$ cat config.mk
export PLATFORM = sky130hd
export DESIGN_NAME = fetch_unit_flat
export DESIGN_NICKNAME = d
export VERILOG_FILES = /design/src/rtl/fetch_unit_if.sv /design/src/rtl/fetch_unit.sv /design/src/flat_wrapper.sv
export SDC_FILE = /design/constraint.sdc
export NUM_CORES = 1
export LEC_CHECK = 0
export BUFFER_PORTS_ARGS = -buffer_cell sky130_fd_sc_hd__buf_2
export CAP_MARGIN = 20
export CORE_AREA = 2 2 142 144
export DETAILED_ROUTE_END_ITERATION = 6
export DIE_AREA = 0 0 144 146
export PLACE_DENSITY_LB_ADDON = 0.08
export SETUP_SLACK_MARGIN = 0.4
export SLEW_MARGIN = 20
export SYNTH_ARGS = -nofsm -noshare
export SYNTH_HDL_FRONTEND = slang
export SYNTH_SLANG_ARGS = --single-unit
$ cat constraint.sdc
create_clock -name clk -period 2.03 [get_ports clk]
set_input_delay 0.406 -clock clk [delete_from_list [all_inputs] [get_ports clk]]
set_output_delay 0.406 -clock clk [all_outputs]
set_load 0.02 [all_outputs]
$ cat src/rtl/fetch_unit_if.sv
`default_nettype none
// ============================================================================
//  Module      : fetch_unit_if
//  Description : Bundle of the fetch unit's control-unit, instruction-memory
//                and IF/ID signals. The master view belongs to the fetch unit.
//  Revision    : 1.0 - initial release
// ============================================================================
interface fetch_unit_if;
    logic        stall;
    logic        branch;
    logic [31:0] branch_target;
    logic        imem_req;
    logic [31:0] imem_addr;
    logic        imem_ack;
    logic [31:0] imem_rdata;
    logic [31:0] if_instr;
    logic [31:0] id_instr;
    logic [31:0] id_pc4;
    logic        id_valid;
    logic        fetch_timeout;

    // Fetch unit side
    modport master (
        input  stall, branch, branch_target, imem_ack, imem_rdata,
        output imem_req, imem_addr, if_instr, id_instr, id_pc4, id_valid,
               fetch_timeout
    );

    // Control unit / memory / pipeline side
    modport slave (
        output stall, branch, branch_target, imem_ack, imem_rdata,
        input  imem_req, imem_addr, if_instr, id_instr, id_pc4, id_valid,
               fetch_timeout
    );
endinterface
`default_nettype wire

$ cat src/rtl/fetch_unit.sv
`default_nettype none
// ============================================================================
//  Module      : fetch_unit
//  Description : Instruction fetch stage with IF/ID register. Zero-latency
//                delivery on ack, HOLD state to park a word during stall,
//                single delay-slot branch handling with a pending target.
//                Optional fetch timeout flag enabled by FETCH_TIMEOUT_EN.
//  Revision    : 1.0 - initial release
// ============================================================================
module fetch_unit #(
    parameter logic [31:0] RESET_PC    = 32'h0000_0000,
    parameter int          TIMEOUT_CYC = 16
) (
    input  wire logic     clk,
    input  wire logic     rst_n,
    fetch_unit_if.master  bus
);

    typedef enum logic [0:0] {
        FETCH = 1'b0,
        HOLD  = 1'b1
    } state_t;

    state_t      r_state;
    logic [31:0] r_pc;
    logic        r_pend_v;
    logic [31:0] r_pend_t;
    logic [31:0] r_id_instr;
    logic [31:0] r_id_pc4;
    logic        r_id_valid;
    logic [31:0] r_hold_instr;
    logic [31:0] r_hold_pc;

    state_t      w_state_nxt;
    logic [31:0] w_pc_nxt;
    logic        w_pend_v_nxt;
    logic [31:0] w_pend_t_nxt;
    logic [31:0] w_id_instr_nxt;
    logic [31:0] w_id_pc4_nxt;
    logic        w_id_valid_nxt;
    logic [31:0] w_hold_instr_nxt;
    logic [31:0] w_hold_pc_nxt;

    logic        w_req;
    logic        w_ack;
    logic [31:0] w_redirect;

    // Request is suppressed while reset is held so nothing is issued before release
    assign w_req = (r_state == FETCH) && rst_n;
    // Ack without an outstanding request carries no data
    assign w_ack = w_req && bus.imem_ack;

    // Address following a delivered word: accepted branch, then pending target, then sequential
    assign w_redirect = (bus.branch && !bus.stall) ? bus.branch_target :
                        r_pend_v                   ? r_pend_t          :
                                                     r_pc + 32'd4;

    assign bus.imem_req  = w_req;
    assign bus.imem_addr = r_pc;
    assign bus.if_instr  = (r_state == HOLD) ? r_hold_instr :
                           w_ack             ? bus.imem_rdata : 32'h0;
    assign bus.id_instr  = r_id_instr;
    assign bus.id_pc4    = r_id_pc4;
    assign bus.id_valid  = r_id_valid;

    // Next-state, PC, pending branch and IF/ID update
    always_comb begin
        w_state_nxt      = r_state;
        w_pc_nxt         = r_pc;
        w_pend_v_nxt     = r_pend_v;
        w_pend_t_nxt     = r_pend_t;
        w_id_instr_nxt   = r_id_instr;
        w_id_pc4_nxt     = r_id_pc4;
        w_id_valid_nxt   = r_id_valid;
        w_hold_instr_nxt = r_hold_instr;
        w_hold_pc_nxt    = r_hold_pc;
        case (r_state)
            FETCH: begin
                if (w_ack) begin
                    if (!bus.stall) begin
                        // Word goes straight to ID; it is the delay slot if a branch is accepted now
                        w_id_instr_nxt = bus.imem_rdata;
                        w_id_pc4_nxt   = r_pc + 32'd4;
                        w_id_valid_nxt = 1'b1;
                        w_pc_nxt       = w_redirect;
                        w_pend_v_nxt   = 1'b0;
                    end else begin
                        // ID is frozen: park the word and stop requesting
                        w_hold_instr_nxt = bus.imem_rdata;
                        w_hold_pc_nxt    = r_pc;
                        w_state_nxt      = HOLD;
                    end
                end else if (!bus.stall) begin
                    // Bubble into ID; a branch seen now waits for its delay slot
                    w_id_instr_nxt = 32'h0;
                    w_id_valid_nxt = 1'b0;
                    if (bus.branch) begin
                        w_pend_v_nxt = 1'b1;
                        w_pend_t_nxt = bus.branch_target;
                    end
                end
            end
            HOLD: begin
                if (!bus.stall) begin
                    w_id_instr_nxt = r_hold_instr;
                    w_id_pc4_nxt   = r_hold_pc + 32'd4;
                    w_id_valid_nxt = 1'b1;
                    w_pc_nxt       = w_redirect;
                    w_pend_v_nxt   = 1'b0;
                    w_state_nxt    = FETCH;
                end
            end
            default: w_state_nxt = FETCH;
        endcase
    end

    // State and datapath registers
    always_ff @(posedge clk or negedge rst_n) begin
        if (!rst_n) begin
            r_state      <= FETCH;
            r_pc         <= RESET_PC;
            r_pend_v     <= 1'b0;
            r_pend_t     <= 32'h0;
            r_id_instr   <= 32'h0;
            r_id_pc4     <= 32'h0;
            r_id_valid   <= 1'b0;
            r_hold_instr <= 32'h0;
            r_hold_pc    <= 32'h0;
        end else begin
            r_state      <= w_state_nxt;
            r_pc         <= w_pc_nxt;
            r_pend_v     <= w_pend_v_nxt;
            r_pend_t     <= w_pend_t_nxt;
            r_id_instr   <= w_id_instr_nxt;
            r_id_pc4     <= w_id_pc4_nxt;
            r_id_valid   <= w_id_valid_nxt;
            r_hold_instr <= w_hold_instr_nxt;
            r_hold_pc    <= w_hold_pc_nxt;
        end
    end

`ifdef FETCH_TIMEOUT_EN
    localparam int c_CNT_W = (TIMEOUT_CYC < 2) ? 1 : $clog2(TIMEOUT_CYC + 1);
    localparam logic [c_CNT_W-1:0] c_LIMIT = c_CNT_W'(TIMEOUT_CYC);

    logic [c_CNT_W-1:0] r_wait_cnt;
    logic [c_CNT_W-1:0] w_wait_inc;
    logic               r_timeout;

    assign w_wait_inc = r_wait_cnt + 1'b1;

    // Count unanswered request cycles; the flag is sticky until reset
    always_ff @(posedge clk or negedge rst_n) begin
        if (!rst_n) begin
            r_wait_cnt <= '0;
            r_timeout  <= 1'b0;
        end else begin
            if (w_ack) begin
                r_wait_cnt <= '0;
            end else if (w_req && (r_wait_cnt != c_LIMIT)) begin
                r_wait_cnt <= w_wait_inc;
                if (w_wait_inc == c_LIMIT) begin
                    r_timeout <= 1'b1;
                end
            end
        end
    end

    assign bus.fetch_timeout = r_timeout;
`else
    logic w_unused_timeout_cfg;
    assign w_unused_timeout_cfg = |TIMEOUT_CYC;
    assign bus.fetch_timeout    = 1'b0;
`endif

endmodule
`default_nettype wire

$ cat src/flat_wrapper.sv
// flat-port wrapper written by rule: the top's interface ports become plain ports
module fetch_unit_flat 
#(
    parameter logic [31:0] RESET_PC    = 32'h0000_0000,
    parameter int          TIMEOUT_CYC = 16
)
  (clk, rst_n, bus_stall, bus_branch, bus_branch_target, bus_imem_ack, bus_imem_rdata, bus_imem_req, bus_imem_addr, bus_if_instr, bus_id_instr, bus_id_pc4, bus_id_valid, bus_fetch_timeout);
  fetch_unit_if bus_i ();
  input  wire logic clk;
  input  wire logic rst_n;
  input wire logic [$bits(bus_i.stall)-1:0] bus_stall;
  input wire logic [$bits(bus_i.branch)-1:0] bus_branch;
  input wire logic [$bits(bus_i.branch_target)-1:0] bus_branch_target;
  input wire logic [$bits(bus_i.imem_ack)-1:0] bus_imem_ack;
  input wire logic [$bits(bus_i.imem_rdata)-1:0] bus_imem_rdata;
  output wire logic [$bits(bus_i.imem_req)-1:0] bus_imem_req;
  output wire logic [$bits(bus_i.imem_addr)-1:0] bus_imem_addr;
  output wire logic [$bits(bus_i.if_instr)-1:0] bus_if_instr;
  output wire logic [$bits(bus_i.id_instr)-1:0] bus_id_instr;
  output wire logic [$bits(bus_i.id_pc4)-1:0] bus_id_pc4;
  output wire logic [$bits(bus_i.id_valid)-1:0] bus_id_valid;
  output wire logic [$bits(bus_i.fetch_timeout)-1:0] bus_fetch_timeout;
  assign bus_i.stall = bus_stall;
  assign bus_i.branch = bus_branch;
  assign bus_i.branch_target = bus_branch_target;
  assign bus_i.imem_ack = bus_imem_ack;
  assign bus_i.imem_rdata = bus_imem_rdata;
  assign bus_imem_req = bus_i.imem_req;
  assign bus_imem_addr = bus_i.imem_addr;
  assign bus_if_instr = bus_i.if_instr;
  assign bus_id_instr = bus_i.id_instr;
  assign bus_id_pc4 = bus_i.id_pc4;
  assign bus_id_valid = bus_i.id_valid;
  assign bus_fetch_timeout = bus_i.fetch_timeout;
  fetch_unit #(.RESET_PC(RESET_PC), .TIMEOUT_CYC(TIMEOUT_CYC)) u_core (.clk(clk), .rst_n(rst_n), .bus(bus_i));
endmodule
==> results of run 1 <==
## stage by stage
step | total power [mW] | setup TNS (ns) | hold WS [ns] | worst slack [ns]
floorplan | 8.37 | 0 | 0.110 | 0.0340
global placement | 9.94 | -0.0256 | 0.457 | -0.00914
detailed placement | 10.0 | -0.0867 | 0.466 | -0.0346
CTS | 14.2 | -0.885 | 0.0308 | -0.0393
global route | 15.5 | -2.42 | 0.0545 | -0.0972
finish | 14.9 | -1.17 | 0.0380 | -0.0543
## metal layers
layer | up-vias | wire length [um] | global-route usage [%]
met5 | - | 14 | 0
met4 | 4 | 881 | 10.5
met3 | 76 | 2370 | 6.45
met2 | 430 | 16300 | 49.5
met1 | 4386 | 13800 | 42.8
li1 | 3841 | - | -
## report_power, final
| part | total (mW) | switching (mW) | internal, mW |
|---|---|---|---|
| clock network | 3.38 | 1.74 | 1.64 |
| logic | 5.75 | 2.95 | 2.80 |
| registers | 5.74 | 0.858 | 4.88 |
## worst max path at each step
stage / slack, ns / cells past startpoint / to / start
detailed placement: -0.03 / 5 / bus_if_instr[31] / rst_n
global route: -0.1 / 6 / bus_if_instr[23] / u_core.r_state
floorplan: 0.03 / 7 / u_core.bus.id_pc4[30] / u_core.bus.imem_addr[5]
finish: -0.05 / 6 / bus_if_instr[23] / u_core.r_state
CTS: -0.04 / 6 / bus_if_instr[3] / u_core.r_state
global placement: -0.009 / 5 / bus_if_instr[10] / rst_n
## registers in the layout, indices dropped and copies added, names as in the netlist
signal and cells:
u_core.r_pend_t 32, u_core.r_hold_pc 32, u_core.r_state 1, u_core.bus.imem_addr 32
u_core.r_pend_v 1, u_core.bus.id_pc4 32, u_core.bus.id_valid 1, u_core.r_hold_instr 32
u_core.bus.id_instr 32
## cell usage in the layout (no fill, tap or decap), drive strengths merged, types with 6 or more instances in the layout
cell / count
a21oi: 31
o21a: 8
nor2: 28
nor2b: 8
buf: 358
o21ai: 40
o221ai: 8
and3: 7
nand2b: 6
a22o: 36
inv: 15
or4: 8
clkbuf: 19
xor2: 13
a2bb2oi: 6
o22ai: 13
dfrtp: 195
xnor2: 25
nand2: 74
nand3: 26
a221o: 7
nor3: 26
mux2: 125
o31ai: 16
clkinv: 8
nor4: 10
mux2i: 11
and4: 7
nand4: 17
o211ai: 11
## repair_timing
item / 4_1_cts / 5_1_grt
gates cloned: 16 / 0
hold buffers: 0 / 0
setup endpoints to repair: 141 / 178
gates resized for setup: 252 / 119
setup buffers: 46 / 27
pin swaps: 55 / 64
## logic make-up after synthesis
| logic type | after synthesis | share of synthesized area, % |
|---|---|---|
| AO/OA/AOI/OAI | 197 | 14.3 |
| XOR/XNOR | 38 | 3.46 |
| adder cells (fa/ha/maj) | 2 | 0.260 |
| buffers and inverters | 72 | 3.06 |
| flip-flops | 195 | 50.8 |
| multiplexers | 136 | 15.8 |
| other | 1 | 0.0390 |
| AND/OR/NAND/NOR | 224 | 12.3 |
## cell type report
class	count	area [um2]	share of cell area, %
clock inverters	14	145	0.984
well taps	265	332	2.25
repair buffers	360	3150	21.3
flip-flops and latches	195	4900	33.2
diodes	2	5.00	0.0339
inverters	10	37.5	0.254
clock buffers	18	429	2.91
multi-input cells	600	5750	39.0
## Yosys cell counts, drive strengths merged, types with 17 or more instances
cell,number
o21ai,40
a21oi,31
nor3,26
nand3,26
dfrtp,195
nand2,73
mux2,125
nand4,17
xnor2,25
buf,18
a22o,36
nor2,28
clkbuf,44
==> reports/qor.yml, run 1 <==
fmax_mhz: 480
reg2regPathDepth: 6
place_hpwl_um: 19000
max_cap_violations: 0
critPathMaxStageDelay_ns: 0.43
outcome: "finished with violations"
cts_root_buffer: "clkbuf_16"
ys_seq_elements: 195
antenna_left: 0
async_flop_share_pct: 100
irDropWorstVdd_v: 0.000731
worst_pin_slew_ns: 0.789
drtIter0Drc: 737
power_leakage_nw: 6.95
grt_overflow: 0
critPathKind: "register to primary output"
place_inst: 1341
synth_area_leaders: "dfrtp_1 (51%), mux2_2 (15%), a22o_1 (3.3%)"
start_util_pct: 49.7
cp.arrival_ns: 1.68
stdcell_area_um2: 14800
htree_levels: 4
ff2ff_setup_slack_ns: 0.04
synth.distinct_cells: 51
grt_pass1_wl_um: 50500
cp-start-kind: "register"
cp_max_fo: 8
crit_family: "flip-flops"
postPlaceCellArea_um2: 11700
synth_top_area_share_pct: 50.8
max_slew_margin_pct: 47.4
io_buffers: 198
wire_per_inst_um: 22.8
synthCells: 865
vias: 8737
clockBufferDepth: 2
cts_inserted_buffers: 17
via_per_inst: 5.97
firstDrtPassIters: 5
die_w_um: 144
fin_util_pct: 76.3
antenna_found_initial: 3
dieArea_um2: 21000
synth_edf_count: 0
critPathBufInv: 3
num-fill-cells: 1241
cts.reportedPaths.clkPinSlew_ns: 0.08
grt_max_degree: 143
drc: 0
setup_viol: 32
crit_chain: "nor2b_4, buf_6, and2_4, buf_12, a22o_4, buf_6"
top_level_ports: 200
skew_ns: 0.0116
period_share_pct: 103
critPathMostFrequentCell: "buf_6"
critPathCaptureType: "primary output"
ys_warn_count: 0
grt_util_all_layers_pct: 31.2
min_path_type: "input port to asynchronous set/reset pin"
die_y_um: 146
reg2reg_to: "u_core.bus.imem_addr[19]"
synthFlopType: "dfrtp_1"
period_needed_ns: 2.08
drive_gt1_share_pct: 57.3
synth_top_area_cell: "dfrtp_1"
wirelength_um: 33300
core.rowCount: 51
syn_nets: 936
cts_tree: "done"
synth_area_um2: 9610
cp.required_ns: 1.62
hold_violations: 0
timing.rr.start: "u_core.bus.imem_addr[6]"
violations: "negative setup slack"
postSynthAreaPerCell_um2: 11.1
nets: 1255
syn2layout_area_growth_pct: 53.5
clk-insertion-delay-late_ns: 0.45
crit_slowest_cell: "dfrtp_2"
fin_ws_ns: -0.0543
fin_cells: 1464
p_per_area_nw_per_um2: 1010
slew_violations: 0
grt_pass1_vias: 8965
seq_area_frac_synth_pct: 50.8
core_area_um2: 19300
finalWeightedCongestion: 0.839
cts_sinks: 195
grt_setup_unrepaired: "yes"
Power figures use the tool's default switching activity.
==> inputs of run 2 (changes only) <==
CORE_AREA = 2 2 150 137   (was 2 2 142 144)
DIE_AREA = 0 0 152 139   (was 0 0 144 146)
==> run 2 against run 1 <==
Net effect:
- the run still ends with negative setup slack left
- cell area shrank 5.1%
- worst setup slack lost 0.017 ns
- routed wire length shrank 8.6%
- utilization shrank 5.1 points
- clock power grew 1%
- sequential share of layout area grew 1.8 points
- critical path depth is the same
- critical path type unchanged
- critical endpoint unchanged
==> reports/qor.yml, run 2 (synthesis results as in run 1) <==
worst_pin_slew_ns: 0.797
cp-start-kind: "register"
power_leakage_nw: 6.38
cp.required_ns: 1.62
htree_levels: 4
wirelength_um: 30500
cts_root_buffer: "clkbuf_16"
clk-insertion-delay-late_ns: 0.45
max_cap_violations: 0
min_path_type: "input port to asynchronous set/reset pin"
finalWeightedCongestion: 0.832
diodes: 0
grt_max_degree: 104
stdcell_area_um2: 14000
cts_inserted_buffers: 17
grt_pass1_wl_um: 46000
p_comb_share_pct: 37.0
core.rowCount: 49
die_y_um: 139
whs_ns: 0.0703
cp_max_fo: 8
seqPwrFrac_pct: 39.3
crit_chain: "nor2b_4, and2_4, buf_12, buf_12, a22o_4, buf_6"
period_needed_ns: 2.10
period_share_pct: 103
drc: 0
grt_setup_unrepaired: "yes"
drtIter0Drc: 612
cp.arrival_ns: 1.69
max_slew_margin_pct: 46.9
clockBufferDepth: 2
outcome: "finished with violations"
grt_pass1_vias: 8291
vias: 8366
critPathMaxStageDelay_ns: 0.43
cts_tree: "done"
cts_sinks: 195
core_area_um2: 19700
grt_overflow: 0
nets: 1233
cts.reportedPaths.clkPinSlew_ns: 0.08
slew_violations: 0
place_hpwl_um: 19500
io_buffers: 198
irDropWorstVdd_v: 0.000604
final_common_cell: "dfrtp_1"
p_switching_mw: 5.35
place_inst: 1340
wire_per_inst_um: 21.3
die_w_um: 152
firstDrtPassIters: 5
drive_gt1_share_pct: 55.6
p_per_area_nw_per_um2: 1030
fin_cells: 1430
total_power_mw: 14.4
dieArea_um2: 21100
crit_slowest_cell: "dfrtp_2"
critPathCaptureType: "primary output"
p_sw_share_pct: 37.1
hold_violations: 0
postPlaceCellArea_um2: 11700
violations: "negative setup slack"
setup_viol: 27
start_util_pct: 48.8
syn2layout_area_growth_pct: 45.7
skew_ns: 0.00812
antenna_found_initial: 2
via_per_inst: 5.85
critPathKind: "register to primary output"
power_frac_clock_pct: 23.7
top_level_ports: 200
fmax_mhz: 476
final_cell_mix: "dfrtp_1 (177), buf_2 (158), mux2_2 (124), buf_4 (89), buf_6 (72)"
critPathMostFrequentCell: "buf_12"
grt_util_all_layers_pct: 27.3
antenna_left: 0
fin_ws_ns: -0.0710
p_int_mw: 9.07
setup_tns_ns: -1.44
==> run 2: changes by cell type in the layout (fill, tap and decap cells not counted), sizes merged <==
cell	before	now
and2	5	4
buf	358	335
bufbuf	1	0
clkbuf	19	23
clkinv	8	6
diode	2	0
inv	15	17
nand2	74	73
==> run 2: power groups by stage <==
stage / sequential, mW / combinational [mW] / clock (mW)
3_3_place_gp: 5.66 / 4.35 / 0
2_1_floorplan: 6.22 / 2.15 / 0
6_report: 5.66 / 5.34 / 3.42
5_1_grt: 5.78 / 5.69 / 3.61
4_1_cts: 5.63 / 5.00 / 3.47
3_5_place_dp: 5.70 / 4.40 / 0
==> run 2: final timing paths <==
path | startpoint | endpoint | slack, ns | cells past startpoint
max | u_core.r_state | bus_if_instr[23] | -0.07 | 6
min | rst_n | u_core.r_pend_t[0] | 0.07 | 2
max reg2reg | u_core.bus.imem_addr[12] | u_core.bus.imem_addr[15] | 0.13 | 5
min reg2reg | u_core.bus.id_pc4[12] | u_core.bus.id_pc4[12] | 0.48 | 2
max in group asynchronous | rst_n | u_core.bus.imem_addr[10] | 1.21 | 2
min in group clk | bus_imem_rdata[0] | u_core.r_hold_instr[0] | 0.20 | 2
==> run 2: through the flow <==
stage,worst slack [ns],util (%)
after floorplan,0.0340,-
final,-0.0710,71.1
after global routing,-0.120,71.1
after global placement,0.0653,59.6
after detailed placement,0.0732,59.6
after CTS,-0.0847,68.0
==> run 2: layout make-up <==
class | instances | area [um2]
timing repair buffer | 340 | 2730
tap | 255 | 319
clock inverter | 14 | 156
multi-input combinational | 598 | 5420
clock buffer | 18 | 439
fill | 1383 | 5680
inverter | 10 | 38.8
sequential | 195 | 4900
==> run 2: repair_timing <==
item / in CTS / in global routing
setup buffers: 32 / 15
setup endpoints to repair: 74 / 142
cloned: 4 / 7
hold buffers: 0 / 0
hold endpoints to repair: 0 / 0
gates resized for setup: 179 / 88
pin swaps: 55 / 55
==> run 2: per-layer routing <==
layer  routed length, um  vias to the layer above  GRT usage (%)
met3                2700                       50           7.34
li1                    -                     3801              -
met4                 640                        4           8.80
met2               14500                      338           43.2
met5                  27                        -              0
met1               12500                     4173           36.8
==> run 2: critical path, delay by kind of cell, from the launching register on <==
kind                   cells  cell delay (ns)
flip-flops                 1             0.43
AO/OA/AOI/OAI              1             0.12
AND/OR/NAND/NOR            2             0.31
buffers and inverters      3             0.36
